File: src/rtl/serial_adder.sv
// Digit-serial adder: WIDTH-bit A + B + Ci, DIGIT bits per clock, LSB first, start/done handshake.
// Define SERIAL_ADDER_SUB_EN to add a Sub input (A - B using two's complement of B).

module serial_adder_slice #(
  parameter int DIGIT = 1
) (
  input  logic [DIGIT-1:0] a_i,
  input  logic [DIGIT-1:0] b_i,
  input  logic             c_i,
  output logic [DIGIT-1:0] s_o,
  output logic             c_msb_o,
  output logic             c_o
);
  logic [DIGIT:0] c;
  assign c[0] = c_i;

  for (genvar i = 0; i < DIGIT; i++) begin : g_bit
    assign s_o[i]   = a_i[i] ^ b_i[i] ^ c[i];
    assign c[i+1]   = (a_i[i] & b_i[i]) | (c[i] & (a_i[i] ^ b_i[i]));
  end

  // Carry into the top bit of the slice; on the last digit this is the carry into the word MSB.
  assign c_msb_o = c[DIGIT-1];
  assign c_o     = c[DIGIT];
endmodule

module serial_adder #(
  parameter int WIDTH = 8,
  parameter int DIGIT = 1
) (
  input  logic             clk,
  input  logic             rst_n,
  input  logic             start,
  input  logic [WIDTH-1:0] A,
  input  logic [WIDTH-1:0] B,
  input  logic             Ci,
`ifdef SERIAL_ADDER_SUB_EN
  input  logic             Sub,
`endif
  output logic             busy,
  output logic             done,
  output logic [WIDTH-1:0] S,
  output logic             Co,
  output logic             Ovf
);
  if (WIDTH < 1 || DIGIT < 1 || DIGIT > WIDTH || (WIDTH % DIGIT) != 0) begin : g_bad_param
    $error("serial_adder: illegal WIDTH/DIGIT combination");
  end

  localparam int NDIG = WIDTH / DIGIT;
  localparam int CW   = (NDIG > 1) ? $clog2(NDIG) : 1;

  localparam logic [1:0] IDLE = 2'd0;
  localparam logic [1:0] RUN  = 2'd1;
  localparam logic [1:0] DONE = 2'd2;

  logic [1:0]       state_q, state_d;
  logic [WIDTH-1:0] a_q, a_d, b_q, b_d, res_q, res_d, s_q, s_d;
  logic [CW-1:0]    cnt_q, cnt_d;
  logic             cy_q, cy_d, co_q, co_d, ovf_q, ovf_d;

  logic             sub_in;
`ifdef SERIAL_ADDER_SUB_EN
  assign sub_in = Sub;
`else
  assign sub_in = 1'b0;
`endif

  logic [DIGIT-1:0]       dsum;
  logic                   dcm, dco;
  logic [WIDTH+DIGIT-1:0] res_cat;
  logic [WIDTH-1:0]       res_nx;
  logic                   accept, last;

  serial_adder_slice #(.DIGIT(DIGIT)) u_slice (
    .a_i     (a_q[DIGIT-1:0]),
    .b_i     (b_q[DIGIT-1:0]),
    .c_i     (cy_q),
    .s_o     (dsum),
    .c_msb_o (dcm),
    .c_o     (dco)
  );

  // New digit enters from the MSB side so the LSB digit ends up at the bottom after NDIG shifts.
  assign res_cat = {dsum, res_q};
  assign res_nx  = res_cat[WIDTH+DIGIT-1:DIGIT];
  assign accept  = start && (state_q != RUN);
  assign last    = (cnt_q == CW'(NDIG - 1));

  always_comb begin
    state_d = state_q;
    a_d     = a_q;
    b_d     = b_q;
    res_d   = res_q;
    cnt_d   = cnt_q;
    cy_d    = cy_q;
    s_d     = s_q;
    co_d    = co_q;
    ovf_d   = ovf_q;
    case (state_q)
      RUN: begin
        res_d = res_nx;
        cy_d  = dco;
        a_d   = a_q >> DIGIT;
        b_d   = b_q >> DIGIT;
        cnt_d = cnt_q + CW'(1);
        if (last) begin
          s_d     = res_nx;
          co_d    = dco;
          ovf_d   = dcm ^ dco;
          state_d = DONE;
        end
      end
      default: begin
        if (accept) begin
          a_d     = A;
          b_d     = sub_in ? ~B : B;
          cy_d    = sub_in | Ci;
          cnt_d   = '0;
          state_d = RUN;
        end else begin
          state_d = IDLE;
        end
      end
    endcase
  end

  always_ff @(posedge clk or negedge rst_n) begin
    if (!rst_n) begin
      state_q <= IDLE;
      a_q     <= '0;
      b_q     <= '0;
      res_q   <= '0;
      cnt_q   <= '0;
      cy_q    <= 1'b0;
      s_q     <= '0;
      co_q    <= 1'b0;
      ovf_q   <= 1'b0;
    end else begin
      state_q <= state_d;
      a_q     <= a_d;
      b_q     <= b_d;
      res_q   <= res_d;
      cnt_q   <= cnt_d;
      cy_q    <= cy_d;
      s_q     <= s_d;
      co_q    <= co_d;
      ovf_q   <= ovf_d;
    end
  end

  assign busy = (state_q == RUN);
  assign done = (state_q == DONE);
  assign S    = s_q;
  assign Co   = co_q;
  assign Ovf  = ovf_q;
endmodule
File: config.mk
export PLATFORM = sky130hd
export DESIGN_NAME = serial_adder
export DESIGN_NICKNAME = d
export VERILOG_FILES = /design/src/rtl/serial_adder.sv
export SDC_FILE = /design/constraint.sdc
export NUM_CORES = 1
export LEC_CHECK = 0
export BUFFER_PORTS_ARGS = -buffer_cell sky130_fd_sc_hd__buf_2
export CELL_PAD_IN_SITES_DETAIL_PLACEMENT = 1
export CELL_PAD_IN_SITES_GLOBAL_PLACEMENT = 1
export CORE_MARGIN = 2
export CORE_UTILIZATION = 46
export CTS_CLUSTER_SIZE = 14
export DETAILED_ROUTE_END_ITERATION = 10
export PLACE_DENSITY_LB_ADDON = 0.1
export SKIP_LAST_GASP = 1
export SLEW_MARGIN = 10
export SYNTH_ARGS = -nofsm -noshare
export SYNTH_HDL_FRONTEND = slang
export SYNTH_HIERARCHICAL = 1
export SYNTH_SLANG_ARGS = --single-unit
File: constraint.sdc
create_clock -name clk -period 1.9 [get_ports clk]
set_clock_uncertainty 0.15 [all_clocks]
set_input_delay 0 -clock clk [delete_from_list [all_inputs] [get_ports clk]]
set_output_delay 0 -clock clk [all_outputs]
set_load 0.03 [all_outputs]
==> results.py, run 1 <==
metrics = {
    "synth": {
        "synthFlopType": "dfrtp_1",
        "async_flop_share_pct": 100,
        "ys_types": 15,
        "ys_ff_latch": 39,
        "synth_top_area_share_pct": 52.2,
        "synth_top_cell_by_area": "dfrtp_1",
        "synth_edf_count": 0,
        "postSynthCellCount": 114,
        "yosysWarnings": 6,
        "synth.area.top_cells": "dfrtp_1 52%, mux2_4 26%, mux2_2 10%",
        "synth_area_um2": 1870,
        "syn_nets": 137,
        "ys_seq_area_share_pct": 52.2,
        "syn_avg_cell_area_um2": 16.4,
    },
    "sta": {
        "hold_viol_final": 0,
        "holdWs_ps": 151,
        "layout_min_cycle_time_ps": 1720,
        "worstMarginPinSlew_ps": 552,
        "slew_headroom_pct": 63.2,
        "slew_violations": 0,
        "rsz0062_at_grt": "no",
        "fmax_mhz": 580,
        "finalSetupViolations": 0,
        "fin_tns_setup_ps": 0,
        "final.period_utilization_pct": 90.7,
    },
    "drt": {
        "drt_iter0_drc": 47,
        "num_vias": 1086,
        "met3_length_um": 162,
        "dr.pass1.iters": 2,
        "dr_wl_met2_um": 1700,
        "wl_met1_um": 1550,
        "routed_wl_um": 3470,
        "top_layer_used": "met4",
        "route.detailed.drc": 0,
        "wl_per_cell_um": 15.8,
        "final_antenna_net_count": 0,
        "viasPerCell": 4.94,
    },
    "grt": {
        "grt.total_usage_pct": 17.7,
        "grt_pass1_vias": 1139,
        "grt_max_degree": 40,
        "grt_first_pass_wirelength_um": 5760,
        "antenna_found_initial": 0,
        "grt-ovfl-total": 0,
    },
    "critical_path": {
        "cpMaxStageDelayCell": "dfrtp_1",
        "worst-setup-path-type": "flop to flop",
        "cp_cell_sequence": "ha_1 > ha_1 > nand3b_1 > buf_4 > mux2_2",
        "critPathArrivalTime_ps": 1740,
        "cp.buffers_inverters": 1,
        "required_ps": 1920,
        "rrSetupSlack_ps": 180,
        "rr_worst_depth": 5,
        "crit_top_cell": "ha_1",
        "r2r-end": "S[6]$_DFFE_PN0P_",
        "endpoint_kind": "flop",
        "cp_max_fo": 11,
        "critPathLaunchType": "flop",
        "cp_top_family": "adder cells",
        "max_stage_delay_ps": 400,
        "cp_num_cells": 5,
        "worstReg2RegStart": "cnt_q[0]$_DFFE_PN0P_",
    },
    "floorplan": {
        "core-area_um2": 3940,
        "die_y_um": 67.7,
        "start_util_pct": 47.4,
        "fp.dieW_um": 67.7,
        "dieArea_um2": 4590,
        "io_pins": 32,
        "num_rows": 23,
    },
    "pwr": {
        "p_leak_nw": 1.17,
        "peakVddDrop_mv": 0.738,
        "powerDensity_nw_per_um2": 1540,
    },
    "final_layout": {
        "layout.nets": 192,
        "area_growth_pct": 24.4,
        "diodes": 0,
        "layout.cells.non_filler": 220,
        "drive_gt1_share_pct": 54.1,
    },
    "clocking": {
        "clockBufferDepth": 2,
        "cts_inserted_buffers": 5,
        "insertion_delay_ps": 290,
        "root_buffer": "clkbuf_8",
        "path_clk_slew_ps": 70,
        "cts_tree": "built",
        "htree_num_levels": 2,
        "cts_sinks": 39,
    },
    "placed_design": {
        "dpl.hpwl_um": 2240,
        "gp_congestion": 0.651,
        "dp.cells": 194,
        "io_buffers": 31,
    },
    "job": {
        "max_cap_violations": 0,
    },
    "run_status": {
        "status": "finished, final reports clean",
    },
    "hold_path": {
        "hold_path_class": "primary input to async pin",
    },
}
==> layout make-up <==
cell class	count	area (µm²)
fillers	372	1620
clock inverters	1	5.00
flip-flops and latches	39	976
multi-input cells	65	812
clock buffers	7	76.3
repair buffers	55	380
inverters	3	11.3
well taps	50	62.6
==> flip-flops by register name, indices dropped and copies added, names as in the netlist <==
signal / count
Co: 1
Ovf: 1
S: 8
a_q: 8
b_q: 8
cnt_q: 3
cy_q: 1
res_q: 7
state_q: 2
==> worst max-delay path by stage <==
stage	from	slack [ps]	end
global route	cnt_q[0]$_DFFE_PN0P_	110	S[6]$_DFFE_PN0P_
finish	cnt_q[0]$_DFFE_PN0P_	180	S[6]$_DFFE_PN0P_
detailed placement	cnt_q[0]$_DFFE_PN0P_	180	S[6]$_DFFE_PN0P_
floorplan	cnt_q[0]$_DFFE_PN0P_	240	Co$_DFFE_PN0P_
global placement	cnt_q[0]$_DFFE_PN0P_	260	S[0]$_DFFE_PN0P_
CTS	cnt_q[0]$_DFFE_PN0P_	160	S[6]$_DFFE_PN0P_
==> layout by cell type (no fill, tap or decap) <==
master         instances
mux2_2                17
nor2b_1                3
clkinv_2               1
inv_1                  3
xor2_1                 1
nand3b_1               1
mux2_4                32
ha_1                   2
buf_4                  6
dfrtp_1               39
nand2b_1               2
clkbuf_1               2
fa_1                   1
buf_2                 31
nor2_1                 2
dlygate4sd3_1         18
mux2i_1                4
clkbuf_8               5
==> stage by stage <==
step | cell area [µm²] | total power [mW] | utilization, % | setup slack [ps]
floorplan | 1870 | 2.70 | - | 241
global placement | 2060 | 2.97 | 52.3 | 258
detailed placement | 2060 | 3.06 | 52.3 | 180
CTS | 2320 | 3.63 | 58.9 | 164
global route | 2320 | 3.84 | 58.9 | 115
finish | 2320 | 3.58 | 58.9 | 177
==> power breakdown <==
part	internal (mW)	switching (mW)	leakage, nW
logic	0.912	0.718	0.636
clock network	0.258	0.274	0.0422
registers	1.20	0.219	0.488
==> cells by family after synthesis <==
group                      synth area share [%]
and+or+nand+nor                            2.48
adders and majority gates                  2.41
DFF                                        52.2
xor gates and xnor gates                  0.469
muxes                                      38.1
buffers and inverters                      4.29
==> tightest hold or removal path: stages <==
cell           delay [ps]
dlygate4sd3_1         520
buf_2                 100
buf_4                 420
==> Yosys cell counts, types with 2 or more instances <==
library cell / instances
mux2_4: 32
buf_6: 5
inv_1: 3
mux2_2: 17
nor2b_1: 3
dfrtp_1: 39
nor2_1: 2
nand2b_1: 2
ha_1: 2
mux2i_1: 4
==> layer usage <==
| layer | vias to the layer above | global-route usage, % |
|---|---|---|
| li1 | 503 | - |
| met1 | 551 | 21.2 |
| met5 | - | 0 |
| met3 | 7 | 6.33 |
| met2 | 25 | 29.4 |
| met4 | 0 | 6.12 |
==> what timing repair did <==
item,CTS,global route
hold buffers,18,0
resized for setup,0,0
hold endpoints to repair,56,0
setup buffers,0,0
Note: power is estimated with default switching activity, not from simulation.
==> run 2, diff against run 1 <==
==> constraint.sdc (replaced) <==
create_clock -name clk -period 1.9 [get_ports clk]
set_clock_uncertainty 0.15 [all_clocks]
set_input_delay 0.095 -clock clk [delete_from_list [all_inputs] [get_ports clk]]
set_output_delay 0.095 -clock clk [all_outputs]
set_load 0.03 [all_outputs]
==> results.py, run 2 (synthesis gave the netlist of run 1 again) <==
metrics = {
    "grt": {
        "grt-ovfl-total": 0,
        "antenna_found_initial": 0,
        "grt_pass1_vias": 1090,
        "grt_first_pass_wirelength_um": 5290,
        "grt_max_degree": 40,
        "grt.total_usage_pct": 16.3,
    },
    "critical_path": {
        "cp.buffers_inverters": 1,
        "crit_top_cell": "ha_1",
        "cpMaxStageDelayCell": "dfrtp_1",
        "max_stage_delay_ps": 400,
        "worstReg2RegStart": "cnt_q[0]$_DFFE_PN0P_",
        "worst-setup-path-type": "flop to flop",
        "rr_worst_depth": 5,
        "required_ps": 1920,
        "rrSetupSlack_ps": 190,
        "critPathArrivalTime_ps": 1720,
        "r2r-end": "Co$_DFFE_PN0P_",
        "cp_max_fo": 11,
        "cp_cell_sequence": "ha_1 > ha_1 > nand3b_1 > buf_4 > mux2_2",
        "cp_top_family": "flip-flops",
        "endpoint_kind": "flop",
        "critPathLaunchType": "flop",
    },
    "sta": {
        "final.period_utilization_pct": 89.7,
        "fin_ws_ps": 195,
        "slew_headroom_pct": 66.8,
        "fmax_mhz": 586,
        "fin_tns_setup_ps": 0,
        "layout_min_cycle_time_ps": 1710,
        "rsz0062_at_grt": "no",
        "worstMarginPinSlew_ps": 498,
        "slew_violations": 0,
        "hold_viol_final": 0,
        "holdWs_ps": 13.7,
        "finalSetupViolations": 0,
    },
    "placed_design": {
        "gp_congestion": 0.674,
        "dp.cells": 194,
        "pre_cts_slack_ps": 195,
        "dpl.hpwl_um": 2190,
        "io_buffers": 31,
    },
    "drt": {
        "route.detailed.drc": 0,
        "num_vias": 998,
        "wl_per_cell_um": 15.2,
        "dr.pass1.iters": 2,
        "drt_iter0_drc": 24,
        "viasPerCell": 4.87,
        "final_antenna_net_count": 0,
        "routed_wl_um": 3110,
    },
    "floorplan": {
        "fp.dieW_um": 67.7,
        "die_y_um": 67.7,
        "core-area_um2": 3940,
        "start_util_pct": 47.4,
        "num_rows": 23,
        "io_pins": 32,
        "dieArea_um2": 4590,
    },
    "pwr": {
        "internal_power_mw": 2.42,
        "peakVddDrop_mv": 0.561,
        "p_leak_nw": 1.12,
        "powerDensity_nw_per_um2": 1630,
        "p_seq_share_pct": 39.5,
        "switching_power_mw": 1.17,
        "combPwrFrac_pct": 43.9,
        "swShare_pct": 32.6,
        "pwr-share-clk_pct": 16.6,
    },
    "clocking": {
        "insertion_delay_ps": 280,
        "path_clk_slew_ps": 80,
        "htree_num_levels": 2,
        "cts_inserted_buffers": 5,
        "clockBufferDepth": 2,
        "root_buffer": "clkbuf_8",
        "cts_tree": "built",
        "cts_sinks": 39,
    },
    "final_layout": {
        "final-seq-area_um2": 976,
        "layout_commonest_cell": "dfrtp_1",
        "nFillCells": 392,
        "multi_input_area_um2": 812,
        "final_core_util_pct": 55.9,
        "layout.nets": 177,
        "drive_gt1_share_pct": 60.0,
        "layout.cells.non_filler": 205,
        "diodes": 0,
        "layout_common_cells": "39 x dfrtp_1, 32 x mux2_4, 31 x buf_2",
        "area_growth_pct": 18.0,
    },
    "hold_path": {
        "hp-start": "A[3]",
        "holdPathStages": 3,
        "whs_endpoint": "a_q[3]$_DFFE_PN0P_",
        "hold_path_class": "primary input to flop",
    },
    "job": {
        "max_cap_violations": 0,
    },
    "run_status": {
        "status": "finished, final reports clean",
    },
}
==> run 2: changes by cell type in the layout (fill, tap and decap cells not counted) <==
cell / change
buf_12: +1
buf_4: -1
clkbuf_1: -1
clkbuf_8: +2
dlygate4sd3_1: -15
clkinv_2: -1
==> run 2: final cells by class <==
| cell class | instances | share of cell area [%] |
|---|---|---|
| Clock buffer | 8 | 4.54 |
| Multi-Input combinational cell | 65 | 36.8 |
| Timing Repair Buffer | 40 | 11.0 |
| Sequential cell | 39 | 44.3 |
| Tap cell | 50 | 2.84 |
| Inverter | 3 | 0.511 |
==> run 2: worst max path at each step <==
stage,from,to,slack (ps),cells after the start
2_1_floorplan,cnt_q[0]$_DFFE_PN0P_,Co$_DFFE_PN0P_,240,5
3_5_place_dp,cnt_q[0]$_DFFE_PN0P_,Co$_DFFE_PN0P_,200,5
3_3_place_gp,cnt_q[0]$_DFFE_PN0P_,S[0]$_DFFE_PN0P_,260,5
6_report,cnt_q[0]$_DFFE_PN0P_,Co$_DFFE_PN0P_,190,5
5_1_grt,cnt_q[0]$_DFFE_PN0P_,Co$_DFFE_PN0P_,130,5
4_1_cts,cnt_q[0]$_DFFE_PN0P_,Co$_DFFE_PN0P_,180,5
==> run 2: power groups by stage <==
stage	combinational (mW)	clock, mW	sequential [mW]
finish	1.58	0.597	1.42
global route	1.72	0.666	1.49
CTS	1.61	0.630	1.43
detailed placement	1.60	0	1.45
global placement	1.55	0	1.42
floorplan	1.12	0	1.59
==> run 2: routing by layer <==
metal	track usage, %	vias to the layer above	share of wire, %
li1	-	471	-
met1	20.6	503	46
met2	26.0	22	49
met3	5.00	2	4.2
met4	6.12	0	0.71
met5	0	-	0
==> run 2: timing repair <==
action                    4_1_cts  5_1_grt
hold endpoints to repair       41        0
buffers inserted                0        0
hold buffers                    3        0
gates resized for setup         0        0
==> run 2: through the flow <==
stage	power, mW	cell area, µm²
2_1_floorplan	2.70	1870
3_3_place_gp	2.97	2070
3_5_place_dp	3.05	2070
4_1_cts	3.68	2200
5_1_grt	3.87	2200
6_report	3.60	2200
==> run 2: worst register-to-register path: cells and delay by family, from the launching register on <==
kind	cells	cell delay [ps]
and+or+nand+nor	1	90
muxes	1	360
buffers and inverters	1	200
DFF	1	400
adders and majority gates	2	400
==> run 3, diff against run 2 <==
CORE_UTILIZATION = 30   (was 46)
REMOVE_ABC_BUFFERS = 1   (was default)
==> results.py, run 3 (synthesis gave the netlist of run 1 again) <==
metrics = {
    "drt": {
        "route.detailed.drc": 0,
        "routed_wl_um": 3430,
        "drt_iter0_drc": 12,
        "dr.pass1.iters": 2,
        "num_vias": 1028,
        "wl_per_cell_um": 15.0,
        "viasPerCell": 4.49,
        "final_antenna_net_count": 0,
    },
    "pwr": {
        "power_mw": 3.65,
        "peakVddDrop_mv": 0.511,
        "powerDensity_nw_per_um2": 1610,
        "p_leak_nw": 1.12,
    },
    "clocking": {
        "cts_tree": "built",
        "root_buffer": "clkbuf_8",
        "insertion_delay_ps": 280,
        "path_clk_slew_ps": 80,
        "cts_inserted_buffers": 5,
        "clockBufferDepth": 2,
        "cts_sinks": 39,
        "cts-resized-gates": 0,
        "htree_num_levels": 2,
    },
    "sta": {
        "worstMarginPinSlew_ps": 455,
        "layout_min_cycle_time_ps": 1690,
        "fin_ws_ps": 214,
        "final.period_utilization_pct": 88.7,
        "hold_viol_final": 0,
        "rsz0062_at_grt": "no",
        "finalSetupViolations": 0,
        "slew_violations": 0,
        "slew_headroom_pct": 69.7,
        "fmax_mhz": 593,
    },
    "placed_design": {
        "gp_congestion": 0.674,
        "pre_cts_slack_ps": 204,
        "dpl.hpwl_um": 2440,
        "io_buffers": 31,
    },
    "critical_path": {
        "cp_top_family": "flip-flops",
        "critPathLaunchType": "flop",
        "endpoint_kind": "flop",
        "cp_cell_sequence": "ha_1 > ha_1 > nand3b_1 > buf_12 > mux2_2",
        "critPathArrivalTime_ps": 1700,
        "cpMaxStageDelayCell": "dfrtp_1",
        "crit_top_cell": "ha_1",
        "worst-setup-path-type": "flop to flop",
        "cp.buffers_inverters": 1,
        "cp_max_fo": 11,
        "required_ps": 1920,
        "max_stage_delay_ps": 400,
    },
    "grt": {
        "grt_pass1_vias": 1191,
        "grt-ovfl-total": 0,
        "antenna_found_initial": 0,
        "grt_first_pass_wirelength_um": 5950,
        "grt.total_usage_pct": 10.7,
        "grt_max_degree": 23,
    },
    "run_status": {
        "status": "finished, final reports clean",
    },
    "floorplan": {
        "core-area_um2": 5960,
        "die_y_um": 82.9,
        "num_rows": 28,
        "io_pins": 32,
        "fp.dieW_um": 82.9,
        "start_util_pct": 31.4,
        "dieArea_um2": 6870,
    },
    "final_layout": {
        "drive_gt1_share_pct": 61.0,
        "layout.nets": 176,
        "layout_commonest_cell": "dfrtp_1",
        "layout_common_cells": "39 x dfrtp_1, 32 x mux2_4, 31 x buf_2",
        "nFillCells": 642,
        "area_growth_pct": 21.0,
        "diodes": 0,
    },
    "job": {
        "max_cap_violations": 0,
    },
    "hold_path": {
        "hold_path_class": "primary input to flop",
    },
}
[run 3: area by class of cell]
type                       count  area (µm²)  share of cell area (%)
clock buffer                   7        96.3                    4.26
clock inverter                 1        7.51                   0.332
inverter                       3        11.3                   0.498
multi-input combinational     65         815                    36.0
sequential                    39         976                    43.2
tap                           75        93.8                    4.15
timing repair buffer          39         260                    11.5
[run 3: worst paths after layout]
kind                                            from                      to  slack [ps]  depth (start not counted)
min in group asynchronous                      rst_n      a_q[0]$_DFFE_PN0P_         140                          2
worst min-delay path                            A[4]      a_q[4]$_DFFE_PN0P_          10                          3
worst min register to register  cnt_q[0]$_DFFE_PN0P_    cnt_q[0]$_DFFE_PN0P_         350                          1
worst max-delay path            cnt_q[0]$_DFFE_PN0P_        S[2]$_DFFE_PN0P_         210                          5
worst max register to register  cnt_q[0]$_DFFE_PN0P_        S[2]$_DFFE_PN0P_         210                          5
max in group asynchronous                      rst_n  state_q[0]$_DFFE_PN0P_         980                          3
[run 3: worst register-to-register path: stages, from the launching register on]
cell and delay, ps:
dfrtp_1 400, ha_1 210, ha_1 190, nand3b_1 130, buf_12 150, mux2_2 340
[run 3: layer usage]
layer / global-route usage (%) / vias up / part of all wire [%]
met5: 0 / - / 0
met4: 3.13 / 0 / 0.76
met3: 3.28 / 4 / 4.0
met2: 17.0 / 20 / 49
met1: 14.1 / 534 / 46
li1: - / 470 / -
[run 3: report_power, final]
part	internal, mW	total, mW	switching [mW]	leakage (nW)
registers	1.20	1.43	0.225	0.488
logic	0.904	1.61	0.705	0.583
clock network	0.330	0.613	0.283	0.0505
[run 3: through the flow]
stage          area [µm²]  TNS (ps)  std cells  hold slack (ps)  util (%)
3_3_place_gp         2130         0        218            -87.2      35.7
6_report             2260         0        229             13.3      37.9
4_1_cts              2260         0        229             1.47      37.9
2_1_floorplan        1800     -1280        107             -351         -
3_5_place_dp         2130         0        218            -79.2      35.7
5_1_grt              2260         0        229             1.18      37.9
[run 3: timing repair]
item | 4_1_cts | 5_1_grt
setup buffers | 0 | 0
hold buffers | 3 | 0
endpoints found under the hold margin | 41 | 0
setup endpoints to repair | 0 | 0
